File: src/rtl/uart_tx_fifo.sv
// ============================================================================
//  Module      : uart_tx_fifo
//  Description : Circular transmit byte FIFO with a dispatcher that hands
//                bytes one at a time to the UART transmit controller.
//  Revision    : 1.0 - initial release
// ============================================================================
`default_nettype none

module uart_tx_fifo #(
    parameter int DEPTH       = 16,
    parameter int AW          = 4,
    parameter int ACK_TIMEOUT = 8
) (
    input  logic          clk,
    input  logic          rst,
    input  logic [7:0]    wr_data,
    input  logic          wr_en,
    output logic          full,
    output logic          empty,
    output logic [AW:0]   count,
    output logic          overflow,
    output logic [7:0]    tx_data,
    output logic          tx_en,
    input  logic          tx_rdy,
    output logic          ack_err
);

    localparam int              c_TW       = (ACK_TIMEOUT > 1) ? $clog2(ACK_TIMEOUT) : 1;
    localparam logic [c_TW-1:0] c_TMO_LAST = c_TW'(ACK_TIMEOUT - 1);
    localparam logic [AW:0]     c_FULL_CNT = (AW+1)'(DEPTH);
    localparam logic [AW:0]     c_CNT_ONE  = (AW+1)'(1);
    localparam logic [AW-1:0]   c_PTR_ONE  = AW'(1);

    localparam logic [1:0] c_ST_IDLE      = 2'd0;
    localparam logic [1:0] c_ST_WAIT_BUSY = 2'd1;
    localparam logic [1:0] c_ST_WAIT_DONE = 2'd2;

    logic [7:0]      r_mem [DEPTH];
    logic [AW-1:0]   r_wr_ptr;
    logic [AW-1:0]   r_rd_ptr;
    logic [AW:0]     r_count;
    logic            r_full;
    logic            r_empty;
    logic            r_overflow;
    logic [7:0]      r_tx_data;
    logic            r_tx_en;
    logic            r_ack_err;
    logic [1:0]      r_state;
    logic [c_TW-1:0] r_tmo;

    logic            w_push;
    logic            w_pop;
    logic [AW:0]     w_count_nxt;

    // full is the registered flag, so a same-cycle pop never frees room for a write
    assign w_push = wr_en & ~r_full;
    assign w_pop  = (r_state == c_ST_IDLE) & ~r_empty & tx_rdy;

    always_comb begin
        w_count_nxt = r_count;
        if (w_push && !w_pop) begin
            w_count_nxt = r_count + c_CNT_ONE;
        end else if (!w_push && w_pop) begin
            w_count_nxt = r_count - c_CNT_ONE;
        end
    end

    always_ff @(posedge clk) begin
        if (w_push) begin
            r_mem[r_wr_ptr] <= wr_data;
        end
    end

    always_ff @(posedge clk) begin
        if (rst) begin
            r_wr_ptr   <= '0;
            r_rd_ptr   <= '0;
            r_count    <= '0;
            r_full     <= 1'b0;
            r_empty    <= 1'b1;
            r_overflow <= 1'b0;
        end else begin
            if (w_push) begin
                r_wr_ptr <= r_wr_ptr + c_PTR_ONE;
            end
            if (w_pop) begin
                r_rd_ptr <= r_rd_ptr + c_PTR_ONE;
            end
            r_count    <= w_count_nxt;
            r_full     <= (w_count_nxt == c_FULL_CNT);
            r_empty    <= (w_count_nxt == '0);
            r_overflow <= wr_en & r_full;
        end
    end

    // A timed-out handshake is treated as sent; the byte is not re-queued
    always_ff @(posedge clk) begin
        if (rst) begin
            r_state   <= c_ST_IDLE;
            r_tx_data <= 8'h00;
            r_tx_en   <= 1'b0;
            r_ack_err <= 1'b0;
            r_tmo     <= '0;
        end else begin
            r_tx_en   <= 1'b0;
            r_ack_err <= 1'b0;
            case (r_state)
                c_ST_IDLE: begin
                    if (w_pop) begin
                        r_tx_data <= r_mem[r_rd_ptr];
                        r_tx_en   <= 1'b1;
                        r_tmo     <= '0;
                        r_state   <= c_ST_WAIT_BUSY;
                    end
                end
                c_ST_WAIT_BUSY: begin
                    if (!tx_rdy) begin
                        r_state <= c_ST_WAIT_DONE;
                    end else if (r_tmo == c_TMO_LAST) begin
                        r_ack_err <= 1'b1;
                        r_state   <= c_ST_IDLE;
                    end else begin
                        r_tmo <= r_tmo + 1'b1;
                    end
                end
                c_ST_WAIT_DONE: begin
                    if (tx_rdy) begin
                        r_state <= c_ST_IDLE;
                    end
                end
                default: begin
                    r_state <= c_ST_IDLE;
                end
            endcase
        end
    end

    assign full     = r_full;
    assign empty    = r_empty;
    assign count    = r_count;
    assign overflow = r_overflow;
    assign tx_data  = r_tx_data;
    assign tx_en    = r_tx_en;
    assign ack_err  = r_ack_err;

endmodule

`default_nettype wire
File: config.mk
export PLATFORM = sky130hd
export DESIGN_NAME = uart_tx_fifo
export DESIGN_NICKNAME = d
export VERILOG_FILES = /design/src/rtl/uart_tx_fifo.sv
export SDC_FILE = /design/constraint.sdc
export NUM_CORES = 1
export LEC_CHECK = 0
export BUFFER_PORTS_ARGS = -buffer_cell sky130_fd_sc_hd__buf_2
export CAP_MARGIN = 20
export CORE_MARGIN = 2
export CORE_UTILIZATION = 30
export DETAILED_ROUTE_END_ITERATION = 7
export SETUP_SLACK_MARGIN = 0.02
export SKIP_CTS_REPAIR_TIMING = 1
export SLEW_MARGIN = 15
export SYNTH_ARGS = -nofsm -noshare
export SYNTH_HDL_FRONTEND = slang
export SYNTH_SLANG_ARGS = --single-unit
File: constraint.sdc
create_clock -name clk -period 2.82 [get_ports clk]
set_input_delay 0.282 -clock clk [delete_from_list [all_inputs] [get_ports clk]]
set_output_delay 0.282 -clock clk [all_outputs]
set_load 0.01 [all_outputs]
==> metrics.csv, run 1 <==
stage;metric;value;unit
run_status;status;completed;
finish;fin_util;36.44;%
floorplanning;dieArea;21870;sq um
routing;wl_per_cell;18.30;um
yosys;synth-simple-area-share;7.010;%
yosys;synth_seq_area_share;71.88;%
clocking;clk_pin_slew_worst_paths;0.07;ns
floorplanning;core_area;20300;sq um
clocking;cts.sinks;159;
finish;nets;435;
floorplanning;die_y;147.9;um
yosys;ys_ff_latch;159;
timing;worst_pin_slew;0.9671;ns
placed_design;port_buffers;29;
yosys;synth_nets;388;
routing;drtIter0Drc;268;
yosys;yosysTopAreaCell;edfxtp_1;
clocking;cts_tree;built;
finish;layout-drive-gt1-share;27.40;%
power;swShare;24.28;%
yosys;syn_avg_cell_area;16.92;sq um
routing;drcViolationCount;0;
routing;wirelength;12750;um
placed_design;dpl.hpwl;7991;um
placed_design;dp_slack;0.8383;ns
yosys;ys_top_cells_by_area;edfxtp_1 62%, mux4_2 12%, dfxtp_1 10%;
finish;fillers;1912;
clocking;cts_buffers;17;
floorplanning;core.rowCount;52;
critical_path;critPathSlowestCell;mux4_2;
timing;setup-violations-final;0;
power;pwr-share-comb;10.8;%
power;internal_power;4.328;mW
timing;final.setup_skew;0.01497;ns
global_route;grt_pass1_vias;3477;
timing;rsz0062_at_grt;false;
clocking;clk_latency;0.43;ns
floorplanning;start_util;30.60;%
timing;max_freq;0.5090;GHz
placed_design;numPlacedInstances;665;
critical_path;critPathKind;reg -> reg;
clocking;cts_root_buffer;clkbuf_16;
floorplanning;die_width;147.9;um
timing;setup_tns;0;ns
global_route;grt_max_degree;36;
critical_path;slowest_delay;0.57;ns
global_route;grt_pass1_wl;19780;um
critical_path;critPathMaxFanout;33;
critical_path;path_buf_inv;1;
timing;max_slew_margin;35.29;%
yosys;synth_edf_count;128;
critical_path;crit_arrival;2.25;ns
routing;ant_nets;0;
timing;drv_slew;0;
critical_path;start_kind;flip-flop;
critical_path;cpLargestDelayFamily;multiplexers;
power;vdd_drop_max;0.0005229;V
yosys;synth-adder-area-share;1.813;%
power;p_seq_share;46.9;%
timing;timing.final.crit_share;69.67;%
routing;dr.pass1.iters;5;
floorplanning;ios;30;
timing;min_period;1.965;ns
yosys;synth_compound_area_share;4.734;%
yosys;synthXorXnorAreaFrac;1.410;%
clocking;htreeDepth;4;
yosys;synth_warnings;0;
critical_path;cp.required;3.10;ns
worst_hold_path;hp-class;in -> reg;
power;clkPwrFrac;42.3;%
timing;fin_ws;0.8553;ns
power;p_sw;1.388;mW
job;cap_violations;0;
placed_design;place.gp.congestion;0.7795;
clocking;clock_path_buffers;2;
global_route;grt_overflow_total;0;
yosys;muxShareOfSynthArea;11.60;%
global_route;antenna_found_initial;0;
yosys;synth_cells;367;
routing;num_vias;3412;
global_route;grt.total_usage;12.36;%
yosys;synth_top_flop_cell;edfxtp_1;
finish;syn_to_final_growth;19.10;%
yosys;syn_area;6211;sq um
yosys;synth.distinct_cells;37;
power;leakage;2.474;nW
timing;hold_violations;0;
yosys;synthArstFlopShare;0;%
finish;stdcell_count;697;
yosys;synth_top_area_share;61.89;%
yosys;synth_top_family_by_area;multiplexers;
critical_path;setup.worst_path.end_class;flip-flop;
critical_path;path_cells;buf_12, mux4_2, a22oi_1, a21oi_1, a21oi_1, nor2_1;
finish;insertedDiodeCount;0;
critical_path;crit_top_cell;a21oi_1;
power;power_density;772.7;nW/um^2
routing;routed_via_density;4.895;
## area by class of cell
type                       instances  area [sq um]  share of cell area [%]
timing repair buffer              48         300.3                   4.060
sequential                       159          4466                   60.37
multi-input combinational        184          1650                   22.31
tap                              270         337.8                   4.567
clock buffer                      17         425.4                   5.751
clock inverter                    15         202.7                   2.740
inverter                           4         15.01                  0.2030
## sequential cells by signal, indices dropped and copies added (netlist names)
name / cells
r_rd_ptr: 4
tx_data: 8
count: 5
r_wr_ptr: 4
overflow: 1
r_tmo: 3
tx_en: 1
r_state: 2
empty: 1
ack_err: 1
full: 1
r_mem: 128
## metal layers
metal	global-route usage [%]	share of wire, %	vias up
met5	0	0	-
met4	4.143	0.72	0
met3	3.549	5.9	8
met2	19.40	49	116
met1	16.61	44	1762
li1	-	-	1526
## worst register-to-register path, stage by stage, from the launching register on
cell	delay, ns
dfxtp_2	0.39
buf_12	0.28
mux4_2	0.60
a22oi_1	0.26
a21oi_1	0.10
a21oi_1	0.13
nor2_1	0.06
## final timing paths
| check | from | end | slack, ns | depth (start not counted) |
|---|---|---|---|---|
| hold / removal | tx_rdy | r_state[1]$_SDFFE_PP0P_ | 0.08 | 2 |
| hold reg to reg | r_tmo[2]$_SDFFE_PP0P_ | r_tmo[2]$_SDFFE_PP0P_ | 0.46 | 2 |
| setup / recovery | r_rd_ptr[0]$_SDFFE_PP0P_ | tx_data[4]$_SDFFE_PP0P_ | 0.86 | 6 |
| setup reg to reg | r_rd_ptr[0]$_SDFFE_PP0P_ | tx_data[4]$_SDFFE_PP0P_ | 0.86 | 6 |
## placed cells by master, fill, tap and decap left out, drive strengths merged, types with 2 or more instances in the layout
master / n
buf: 48
dfxtp: 31
nand2b: 5
nand4: 3
nor3b: 2
nor3: 6
mux4: 32
ha: 9
nor4: 2
xor2: 6
edfxtp: 128
nor2: 40
a22oi: 16
inv: 11
bufinv: 3
nand2: 15
a41oi: 2
clkinv: 5
nor2b: 3
nand3: 3
xnor2: 4
a21oi: 22
clkbuf: 17
## stage by stage
stage | power [mW] | hold WS [ns] | cell area (sq um)
global route | 5.950 | 0.07682 | 7397
global placement | 3.341 | 0.4529 | 6769
CTS | 5.785 | 0.05820 | 7397
floorplan | 3.154 | 0.3594 | 6211
detailed placement | 3.357 | 0.4568 | 6769
finish | 5.716 | 0.08112 | 7397
## Yosys cell counts (5+ instances only)
master,number
edfxtp_1,128
nand2_1,15
nand2b_1,5
mux4_2,32
ha_1,9
a22oi_1,16
buf_2,5
nor2_1,40
dfxtp_1,31
nor3_1,6
xor2_1,6
a21oi_1,22
clkbuf_1,11
## cell families after synthesis
| family | count (synthesis) |
|---|---|
| AO/OA/AOI/OAI | 46 |
| XOR/XNOR | 10 |
| adder cells (fa/ha/maj) | 9 |
| buffers and inverters | 24 |
| flip-flops | 159 |
| multiplexers | 32 |
| AND/OR/NAND/NOR | 87 |
## power by group through the flow
stage / combinational, mW / clock (mW) / sequential (mW)
after floorplan: 0.429 / 0 / 2.72
after global placement: 0.616 / 0 / 2.73
after detailed placement: 0.626 / 0 / 2.73
after CTS: 0.629 / 2.48 / 2.68
after global routing: 0.683 / 2.58 / 2.69
final: 0.619 / 2.42 / 2.68
Note: power is estimated with default switching activity, not from simulation.
==> inputs of run 2 (changes only) <==
==> constraint.sdc (replaced) <==
create_clock -name clk -period 1.58 [get_ports clk]
set_input_delay 0.158 -clock clk [delete_from_list [all_inputs] [get_ports clk]]
set_output_delay 0.158 -clock clk [all_outputs]
set_load 0.01 [all_outputs]
==> metrics.csv, run 2 (synthesis results as in run 1) <==
stage;metric;value;unit
run_status;status;finished with violations;
run_status;violations;setup timing;
clocking;clk_latency;0.42;ns
floorplanning;die_width;147.9;um
critical_path;crit_arrival;2.07;ns
finish;fin_util;39.90;%
timing;max_freq;0.5683;GHz
routing;drcViolationCount;0;
routing;dr.pass1.iters;4;
routing;routed_via_density;4.762;
routing;wl_per_cell;18.22;um
global_route;antenna_found_initial;0;
finish;final_common_cell;edfxtp_1;
power;power_density;1275;nW/um^2
routing;drtIter0Drc;179;
finish;insertedDiodeCount;0;
floorplanning;core_area;20300;sq um
timing;worst_pin_slew;0.7239;ns
job;cap_violations;0;
placed_design;dp_slack;-0.2648;ns
critical_path;critPathMaxFanout;6;
critical_path;start_kind;flip-flop;
timing;setup-violations-final;12;
global_route;grt.total_usage;12.50;%
floorplanning;ios;30;
clocking;cts_tree;built;
clocking;clk_pin_slew_worst_paths;0.06;ns
finish;fillers;1836;
global_route;grt_pass1_vias;3579;
clocking;htreeDepth;4;
timing;rsz0062_at_grt;true;
finish;layout-drive-gt1-share;41.59;%
finish;stdcell_count;734;
timing;holdWs;0.04158;ns
floorplanning;dieArea;21870;sq um
routing;num_vias;3495;
floorplanning;core.rowCount;52;
power;vdd_drop_max;0.0006611;V
timing;hold_violations;0;
routing;ant_nets;0;
finish;largest_reg_flops;128;
critical_path;critPathKind;reg -> reg;
finish;largest-register;r_mem;
global_route;grt_pass1_wl;20130;um
floorplanning;die_y;147.9;um
timing;drv_slew;0;
critical_path;setup.worst_path.end_class;flip-flop;
floorplanning;start_util;30.60;%
placed_design;numPlacedInstances;691;
power;leakage;2.719;nW
timing;max_slew_margin;51.56;%
worst_hold_path;hp-class;in -> reg;
clocking;cts_root_buffer;clkbuf_16;
finish;syn_to_final_growth;30.40;%
clocking;cts.sinks;159;
finish;nets;472;
placed_design;postPlaceCellArea;7286;sq um
critical_path;r2r_slack;-0.18;ns
timing;fin_ws;-0.1797;ns
finish;final_cell_mix;128 x edfxtp_1, 32 x mux4_2, 30 x buf_4;
critical_path;cp.required;1.89;ns
global_route;grt_max_degree;25;
timing;timing.final.crit_share;111.4;%
clocking;cts_buffers;17;
global_route;grt_overflow_total;0;
timing;final.setup_skew;0.01207;ns
clocking;clock_path_buffers;2;
placed_design;dpl.hpwl;8629;um
finish;final_area;8099;sq um
placed_design;port_buffers;29;
placed_design;place.gp.congestion;0.8289;
routing;wirelength;13370;um
timing;min_period;1.760;ns
==> run 2: through the flow <==
stage / power (mW) / TNS, ns
finish: 10.33 / -1.306
global placement: 6.174 / -2.013
detailed placement: 6.214 / -2.435
CTS: 10.28 / -2.614
floorplan: 5.733 / -0.6838
global route: 10.72 / -2.321
==> run 2: path summary, 6_finish.rpt <==
kind | start | endpoint | depth (start not counted)
max | r_state[0]$_SDFFE_PP0P_ | empty$_SDFF_PP1_ | 5
min | tx_rdy | r_state[1]$_SDFFE_PP0P_ | 3
max reg2reg | r_state[0]$_SDFFE_PP0P_ | empty$_SDFF_PP1_ | 5
min reg2reg | r_tmo[2]$_SDFFE_PP0P_ | r_tmo[2]$_SDFFE_PP0P_ | 2
==> run 2: critical path: stages, from the launching register on <==
cell	delay, ns
dfxtp_4	0.34
or4b_4	0.61
nor4_4	0.19
a41oi_2	0.08
xor2_2	0.20
a31o_2	0.24
==> run 2: power by group <==
group	switching, mW	leakage, nW	internal, mW
clock	1.69	0.287	2.36
combinational	0.731	1.02	0.773
sequential	0.108	1.41	4.66
==> run 2: area by class of cell <==
type | count | area, sq um | share of cell area (%)
Clock inverter | 13 | 157.7 | 1.947
Clock buffer | 19 | 432.9 | 5.345
Multi-Input combinational cell | 184 | 1844 | 22.77
Inverter | 4 | 15.01 | 0.1854
Sequential cell | 159 | 4474 | 55.24
Timing Repair Buffer | 85 | 837.1 | 10.34
Tap cell | 270 | 337.8 | 4.171
==> run 2: per-layer routing <==
metal  wire length, um  global-route usage, %
met1              5780                  15.92
met2              6851                  21.07
met3               568                  3.272
met4               172                  3.762
met5                 0                      0
